**config.mk**
```make
export PLATFORM = sky130hd
export DESIGN_NAME = move_sequencer
export DESIGN_NICKNAME = d
export VERILOG_FILES = /design/src/rtl/move_sequencer.sv
export SDC_FILE = /design/constraint.sdc
export NUM_CORES = 1
export LEC_CHECK = 0
export CAP_MARGIN = 5
export CORE_MARGIN = 3
export CORE_UTILIZATION = 40
export CTS_CLUSTER_DIAMETER = 150
export DETAILED_ROUTE_END_ITERATION = 7
export GPL_ROUTABILITY_DRIVEN = 0
export GPL_TIMING_DRIVEN = 0
export PLACE_DENSITY_LB_ADDON = 0.12
export SLEW_MARGIN = 20
export SYNTH_ARGS = -nofsm -noshare
export SYNTH_HDL_FRONTEND = slang
export SYNTH_SLANG_ARGS = --single-unit
```
**constraint.sdc**
```tcl
create_clock -name clk -period 2.9 [get_ports clk]
set_input_delay 0.87 -clock clk [delete_from_list [all_inputs] [get_ports clk]]
set_output_delay 0.87 -clock clk [all_outputs]
set_load 0.03 [all_outputs]
```
**src/rtl/move_sequencer.sv**
```systemverilog
// move_sequencer: FIFO-buffered stepper move issuer using the drivers' go/steps/done handshake, with position tracking.
// Define BOUNDARY_ABORT_EN to make boundary events raise a sticky fault that flushes and blocks the queue.
module move_sequencer #(
   parameter int DEPTH         = 4,
   parameter int SETTLE_CYCLES = 16,
   parameter int POS_W         = 16
) (
   input  logic                    clk,
   input  logic                    rst_n,
   input  logic                    cmd_valid,
   input  logic                    cmd_dir,
   input  logic [11:0]             cmd_steps,
   output logic                    cmd_ready,
   output logic                    fwd_go,
   output logic                    bwd_go,
   output logic [11:0]             move_steps,
   input  logic                    fwd_done,
   input  logic                    bwd_done,
   input  logic                    boundary,
   output logic                    busy,
   output logic signed [POS_W-1:0] pos,
   output logic                    pos_valid,
   output logic                    fault
);
   localparam int AW = $clog2(DEPTH);
   localparam int SW = (SETTLE_CYCLES > 1) ? $clog2(SETTLE_CYCLES) : 1;
   localparam logic [SW-1:0] SETTLE_LAST = SW'((SETTLE_CYCLES > 0) ? SETTLE_CYCLES - 1 : 0);
   localparam logic [AW:0] FULL = (AW + 1)'(DEPTH);

   typedef enum logic [2:0] {IDLE, LOAD, RUN, RELEASE, SETTLE} state_e;

   state_e                  state_q, state_d;
   logic [12:0]             mem_q [DEPTH];
   logic [AW-1:0]           wr_q, wr_d, rd_q, rd_d;
   logic [AW:0]             count_q, count_d;
   logic                    dir_q, dir_d;
   logic [11:0]             steps_q, steps_d;
   logic [SW-1:0]           cnt_q, cnt_d;
   logic signed [POS_W-1:0] pos_q, pos_d;
   logic                    pos_valid_q, pos_valid_d;
   logic                    push, pop, flush;
   logic [12:0]             head;

`ifdef BOUNDARY_ABORT_EN
   logic fault_q;
   always_ff @(posedge clk or negedge rst_n)
      if (!rst_n) fault_q <= 1'b0;
      else fault_q <= flush;
   // A boundary outside an active move, or at the end of one, aborts the whole queue.
   assign flush     = fault_q || (boundary && (state_q == IDLE || state_q == RELEASE || state_q == SETTLE));
   assign fault     = fault_q;
   assign cmd_ready = (count_q != FULL) && !fault_q;
`else
   assign flush     = 1'b0;
   assign fault     = 1'b0;
   assign cmd_ready = count_q != FULL;
`endif

   assign push = cmd_valid && cmd_ready && !flush;
   assign pop  = state_q == LOAD;
   assign head = mem_q[rd_q];

   always_comb begin
      state_d     = state_q;
      wr_d        = push ? wr_q + 1'b1 : wr_q;
      rd_d        = pop ? rd_q + 1'b1 : rd_q;
      count_d     = count_q + {{AW{1'b0}}, push} - {{AW{1'b0}}, pop};
      dir_d       = dir_q;
      steps_d     = steps_q;
      cnt_d       = cnt_q + 1'b1;
      pos_d       = pos_q;
      pos_valid_d = pos_valid_q;
      case (state_q)
         IDLE:    state_d = (count_q != '0 && !flush) ? LOAD : IDLE;
         LOAD: begin
            dir_d   = head[12];
            steps_d = head[11:0];
            state_d = (head[11:0] == '0) ? IDLE : RUN;
         end
         RUN:     state_d = (dir_q ? fwd_done : bwd_done) ? RELEASE : RUN;
         RELEASE: begin
            cnt_d       = '0;
            pos_d       = boundary ? pos_q : dir_q ? pos_q + POS_W'(steps_q) : pos_q - POS_W'(steps_q);
            pos_valid_d = pos_valid_q && !boundary;
            state_d     = (SETTLE_CYCLES > 0) ? SETTLE : IDLE;
         end
         SETTLE:  state_d = (cnt_q == SETTLE_LAST) ? IDLE : SETTLE;
         default: state_d = IDLE;
      endcase
      if (flush) begin
         wr_d    = wr_q;
         rd_d    = wr_q;
         count_d = '0;
      end
   end

   always_ff @(posedge clk or negedge rst_n)
      if (!rst_n) begin
         state_q     <= IDLE;
         wr_q        <= '0;
         rd_q        <= '0;
         count_q     <= '0;
         dir_q       <= 1'b0;
         steps_q     <= '0;
         cnt_q       <= '0;
         pos_q       <= '0;
         pos_valid_q <= 1'b1;
      end else begin
         state_q     <= state_d;
         wr_q        <= wr_d;
         rd_q        <= rd_d;
         count_q     <= count_d;
         dir_q       <= dir_d;
         steps_q     <= steps_d;
         cnt_q       <= cnt_d;
         pos_q       <= pos_d;
         pos_valid_q <= pos_valid_d;
      end

   always_ff @(posedge clk)
      if (push) mem_q[wr_q] <= {cmd_dir, cmd_steps};

   // go is decoded from the state register so an async reset drops it immediately.
   assign fwd_go     = (state_q == RUN) && dir_q;
   assign bwd_go     = (state_q == RUN) && !dir_q;
   assign move_steps = steps_q;
   assign busy       = (count_q != '0) || (state_q != IDLE);
   assign pos        = pos_q;
   assign pos_valid  = pos_valid_q;
endmodule
```
; ---- Word-level counts from Yosys, hierarchy flattened
; Memories as Yosys holds them, arrays and structs flattened.
; Cells that the tools add are included.
[op_classes]
bitwise = 1
n_reduce_logical = 12
n_eq_ne = 6
n_addsub = 7
n_mux = 10
[ops]
columns = operator, n
row1 = adder 16 x 12 -> 16 bit, 1
row2 = 2-to-1 mux 16 bit, 1
row3 = subtractor 16 x 12 -> 16 bit, 1
row4 = one-hot mux 3 bit (5 select lines), 1
row5 = logical NOT 12 bit, 1
row6 = "== test 3 x 2 -> 1 bit, second input constant", 2
row7 = nonzero test 3 bit, 2
row8 = 2-to-1 mux 1 bit, 5
row9 = "adder 2 x 1 -> 2 bit, second input constant", 2
row10 = "adder 4 x 1 -> 4 bit, second input constant", 1
row11 = "== test 4 bit, second input constant", 1
row12 = logical AND 1 bit, 4
row13 = 2-to-1 mux 4 bit, 1
row14 = adder 3 x 1 -> 3 bit, 1
row15 = "== test 3 x 1 -> 1 bit, second input constant", 1
row16 = "== test 3 bit, second input constant", 1
row17 = logical NOT 3 bit, 1
row18 = 2-to-1 mux 3 bit, 1
row19 = "!= test 3 bit, second input constant", 1
row20 = subtractor 3 x 1 -> 3 bit, 1
row21 = logical NOT 1 bit, 2
row22 = 2-to-1 mux 2 bit, 1
row23 = AND reduction 2 bit, 1
row24 = logical OR 1 bit, 1
row25 = NOT 1 bit, 1
[totals]
ff_bits = 44
word_cells = 46
memories = 1
inputBits = 19
out_inout_bits = 34
ramBits = 52
[mem_list]
columns = memory, words, width, rd, rd_ports_with_merged_regs, wr, line_no
row1 = mem_q, 4, 13, 1, 0, 1, 33  ; logic [12:0] mem_q [DEPTH];

; ---- Depth between registers and ports, before layout
[depth]
word_depth = 4
mapped_depth = 13
ltp_nobuf = 13

; ---- Worst setup path before layout
; No wires, ideal clock.
[synth_timing]
path_type = register to register
start = reg steps_q[5], in the netlist move_steps[5]
end = reg pos_q[14], in the netlist pos[14]
synth_period_minus_slack_ns = 2.891
t_arrival_ns = 2.799
stages_incl_launch_ff = 11
setup_ns = 0.092
path_slack_ns = 0.009
t_required_ns = 2.808
n_path_buf = 0
path_cell_list = dfrtp_1 > or3_1 > nor3_1 > a21oi_1 > xnor2_1 > ha_1 > nand3_1 > or2_2 > nor4_1 > nor3_1 > o31ai_2
[synth_via]
elab_chain_len = 2
word_cells_on_any_way = 3
classes_between = add/sub (2) / mux (1)
[synth_rtl]
columns = item, line_no
row1 = start: declaration, 37  ; logic [11:0] steps_q, steps_d;
row2 = start signal: assignment, 114  ; steps_q <= steps_d;
row3 = subtractor 16 x 12 -> 16 bit / adder 16 x 12 -> 16 bit (equally long branches), 83  ; pos_d = boundary ? pos_q : dir_q ? pos_q + POS_W'(steps_q) : pos_q - POS_W'(steps_q);
row4 = 2-to-1 mux 16 bit (*), 83
row5 = end signal: assignment, 116  ; pos_q <= pos_d;
row6 = end: declaration, 39  ; logic signed [POS_W-1:0] pos_q, pos_d;
; Every way passes the cells marked *; elsewhere a longest branch is shown, timed or not.
; A chain may end at the register's enable or synchronous reset.

; ---- Worst setup path in the final report
[layout_timing]
start = reg steps_q[5], in the netlist move_steps[5]
end = reg pos_q[15], in the netlist pos[15]
; Same word-level chain as after synthesis.

==> summary.md <==
| Metric | Value |
|---|---|
| Hold buffer count at CTS | 0 |
| Area growth, synth to finish | 24.4% |
| Syn_nets | 429 |
| Startpoint types | flip-flop |
| Root Driver | clkbuf_16 |
| Clock slew at reported path FFs | 0.06 ns |
| Outcome | finished clean |
| Worst r2r src | move_steps[5] |
| Capturing point of the worst reg2reg path | pos[15] |
| Max-slew headroom | 0.525 |
| H-tree depth | 3 |
| Critical Path AT | 3.09 ns |
| CP Max Fanout | 5 |
| Clock sink count | 96 |
| Mapped Cells | 383 |
| Final wirelength | 10.4 mm |
| R2R setup slack | 0.09 ns |
| Met2 WL | 5.28 mm |
| Max layer used | met4 |
| Vias/cell | 5.32 |
| Post-Synth XOR/XNOR Area | 0.0462 |
| WL met1 | 4.62 mm |
| Share of layout cells above drive strength 1 | 0.211 |
| Multiplexer share of the synthesized area | 0.0843 |
| Fmax | 0.356 GHz |
| IO Pins | 53 |
| IO buf count | 51 |
| Max Root-Sink Buffers | 2 |
| Area of the core | 11,700 sq um |
| Routed length per instance | 17.2 um |
| # rows | 39 |
| Synth Area in Compound Gates | 0.113 |
| R2R depth | 12 |
| Setup violators final | 0 |
| DIE HEIGHT | 117 um |
| ANT cells | 0 |
| Total grt overflow | 0 |
| Reg area | 2670 sq um |
| Pin count of the biggest net entering global routing | 32 |
| Drt drc | 0 |
| Post-synth top flop | edfxtp_1 |
| Commonest non-fill, non-tap cell in the layout | edfxtp_1 |
| Tmin final | 2.81 ns |
| DR iter-0 viols | 142 |
| Syn Area/Cell | 12.9 sq um |
| Multi-input logic area | 2230 sq um |
| Initial antenna violation count | 0 |
| Die area | 13,700 sq um |
| WP data required | 3.18 ns |
| CTS Buf Count | 9 |
| Synth async-reset ratio | 0.458 |
| Slew Limit Fails | 0 |
| Critical path type | flip-flop to flip-flop |
| Global-route wire length before repair | 16.9 mm |
| Synth warn | 0 |
| Hold Fails Final Rpt | 0 |
| Filler Cell Count | 998 |
| Design Area, Final | 6130 sq um |
| Post-synthesis sequential area ratio | 0.541 |
| Cell area after synthesis | 4930 sq um |
| Fin crit share | 0.970 |
| Worst-Margin Slew | 0.712 ns |
| Worst hold-check path type | primary input to async pin |
| TritonCTS clock tree | built |
| Clock Latency Late Sink | 0.34 ns |
| Placed Area | 5630 sq um |
| Post-DRT Antenna Nets | 0 |
| Post-DP HPWL | 7.68 mm |
| Post-Synth Simple-Gate Area | 0.114 |
| Synthesized flop and latch total | 96 |
| Via count | 3,207 |
| Area share of fa/ha/maj cells after synthesis | 0.0716 |
| Setup crit end kind | flip-flop |
| Final #Nets | 501 |
| Worst Skew | 0.00285 ns |
| Largest family of logic cells by synthesized area | simple AND/OR/NAND/NOR gates |
| Vias in the first global route | 3,252 |
| Post-synth EDFFs | 52 |
| Starting density of the core | 0.421 |
| DR pass1 iterations | 4 |
| Most frequent cells in the layout | edfxtp_1, clkdlybuf4s50_1, dfrtp_1, nand2_1, ha_1 |
| Worst hold slack | 0.431 ns |
| Max Cap Violations | 0 |
| Die W | 117 um |
| WL met3 | 234 um |
| Library cells used by synthesis | 63 |
| GRT Util Overall | 0.163 |
-- critical path: stages, from the launching register on --
cell and delay [ns]:
dfrtp_2 0.45, or3_4 0.41, nor3_4 0.19, buf_4 0.15, a21oi_1 0.07, xor2_1 0.30, ha_4 0.29, a21oi_1 0.18
o211ai_1 0.11, a31oi_2 0.24, o31ai_4 0.10, o21bai_1 0.17, nand3_1 0.08
-- stage by stage --
step	std cells	worst slack, ns	util	TNS, ns
final	603	0.0873	0.523	0
after global routing	603	-0.0292	0.523	-0.0305
after CTS	594	0.0266	0.510	0
after detailed placement	578	-0.362	0.481	-2.00
after global placement	577	-0.385	0.480	-17.99
after floorplan	383	0.00937	-	0
-- sequential cells by signal (all words and copies together), names as in the netlist --
| register | flops |
|---|---|
| mem_q | 52 |
| move_steps | 12 |
| count_q | 3 |
| wr_q | 2 |
| pos_valid | 1 |
| state_q | 3 |
| dir_q | 1 |
| pos | 16 |
| rd_q | 2 |
| cnt_q | 4 |
-- how the worst max path moves through the flow --
stage                  start       to  slack, ns
6_report       move_steps[5]  pos[15]       0.09
3_3_place_gp           rst_n  wr_q[1]      -0.38
3_5_place_dp           dir_q  pos[14]      -0.36
4_1_cts        move_steps[2]  pos[15]       0.03
2_1_floorplan  move_steps[5]  pos[14]      0.009
5_1_grt        move_steps[1]  pos[15]      -0.03
-- layer usage --
layer,GRT usage,up-vias
met5,0,-
met4,0.0680,0
met3,0.0267,15
met2,0.281,55
met1,0.205,1578
li1,-,1559
-- cells in the mapped netlist (all sizes together), types with 10 or more instances --
| cell type | n | area (sq um) |
|---|---|---|
| o21ai | 23 | 115 |
| a21oi | 16 | 87.6 |
| nand2 | 36 | 138 |
| ha | 25 | 313 |
| mux2 | 10 | 113 |
| nor2 | 21 | 78.8 |
| edfxtp | 52 | 1560 |
| xor2 | 14 | 123 |
| inv | 14 | 52.6 |
| xnor2 | 12 | 105 |
| buf | 10 | 76.3 |
| dfrtp | 43 | 1080 |
| mux4 | 13 | 293 |
-- final cells by class --
cell class              count  share of cell area
flip-flops and latches     96               0.436
multi-input cells         258               0.364
repair buffers             62              0.0976
clock buffers              11              0.0380
well taps                 143              0.0292
plain buffers              14              0.0151
clock inverters             5              0.0118
inverters                  14             0.00857
-- cell families (layout without fill, tap and decap cells) --
family	Yosys count	in the layout
buffers and inverters	29	106
AND/OR/NAND/NOR	106	106
multiplexers	24	24
XOR/XNOR	26	26
other	1	1
AO/OA/AOI/OAI	74	74
flip-flops	96	96
adder cells (fa/ha/maj)	27	27
-- repair_timing --
| item | CTS | global route |
|---|---|---|
| setup buffers | 1 | 9 |
| pin swaps | 2 | 13 |
| hold endpoints to repair | 0 | 0 |
| endpoints found under the setup margin | 11 | 7 |
| gates resized for setup | 13 | 17 |
Power is not shown: default switching activity piles up to over one toggle a cycle in this logic, so the estimate is an artifact.
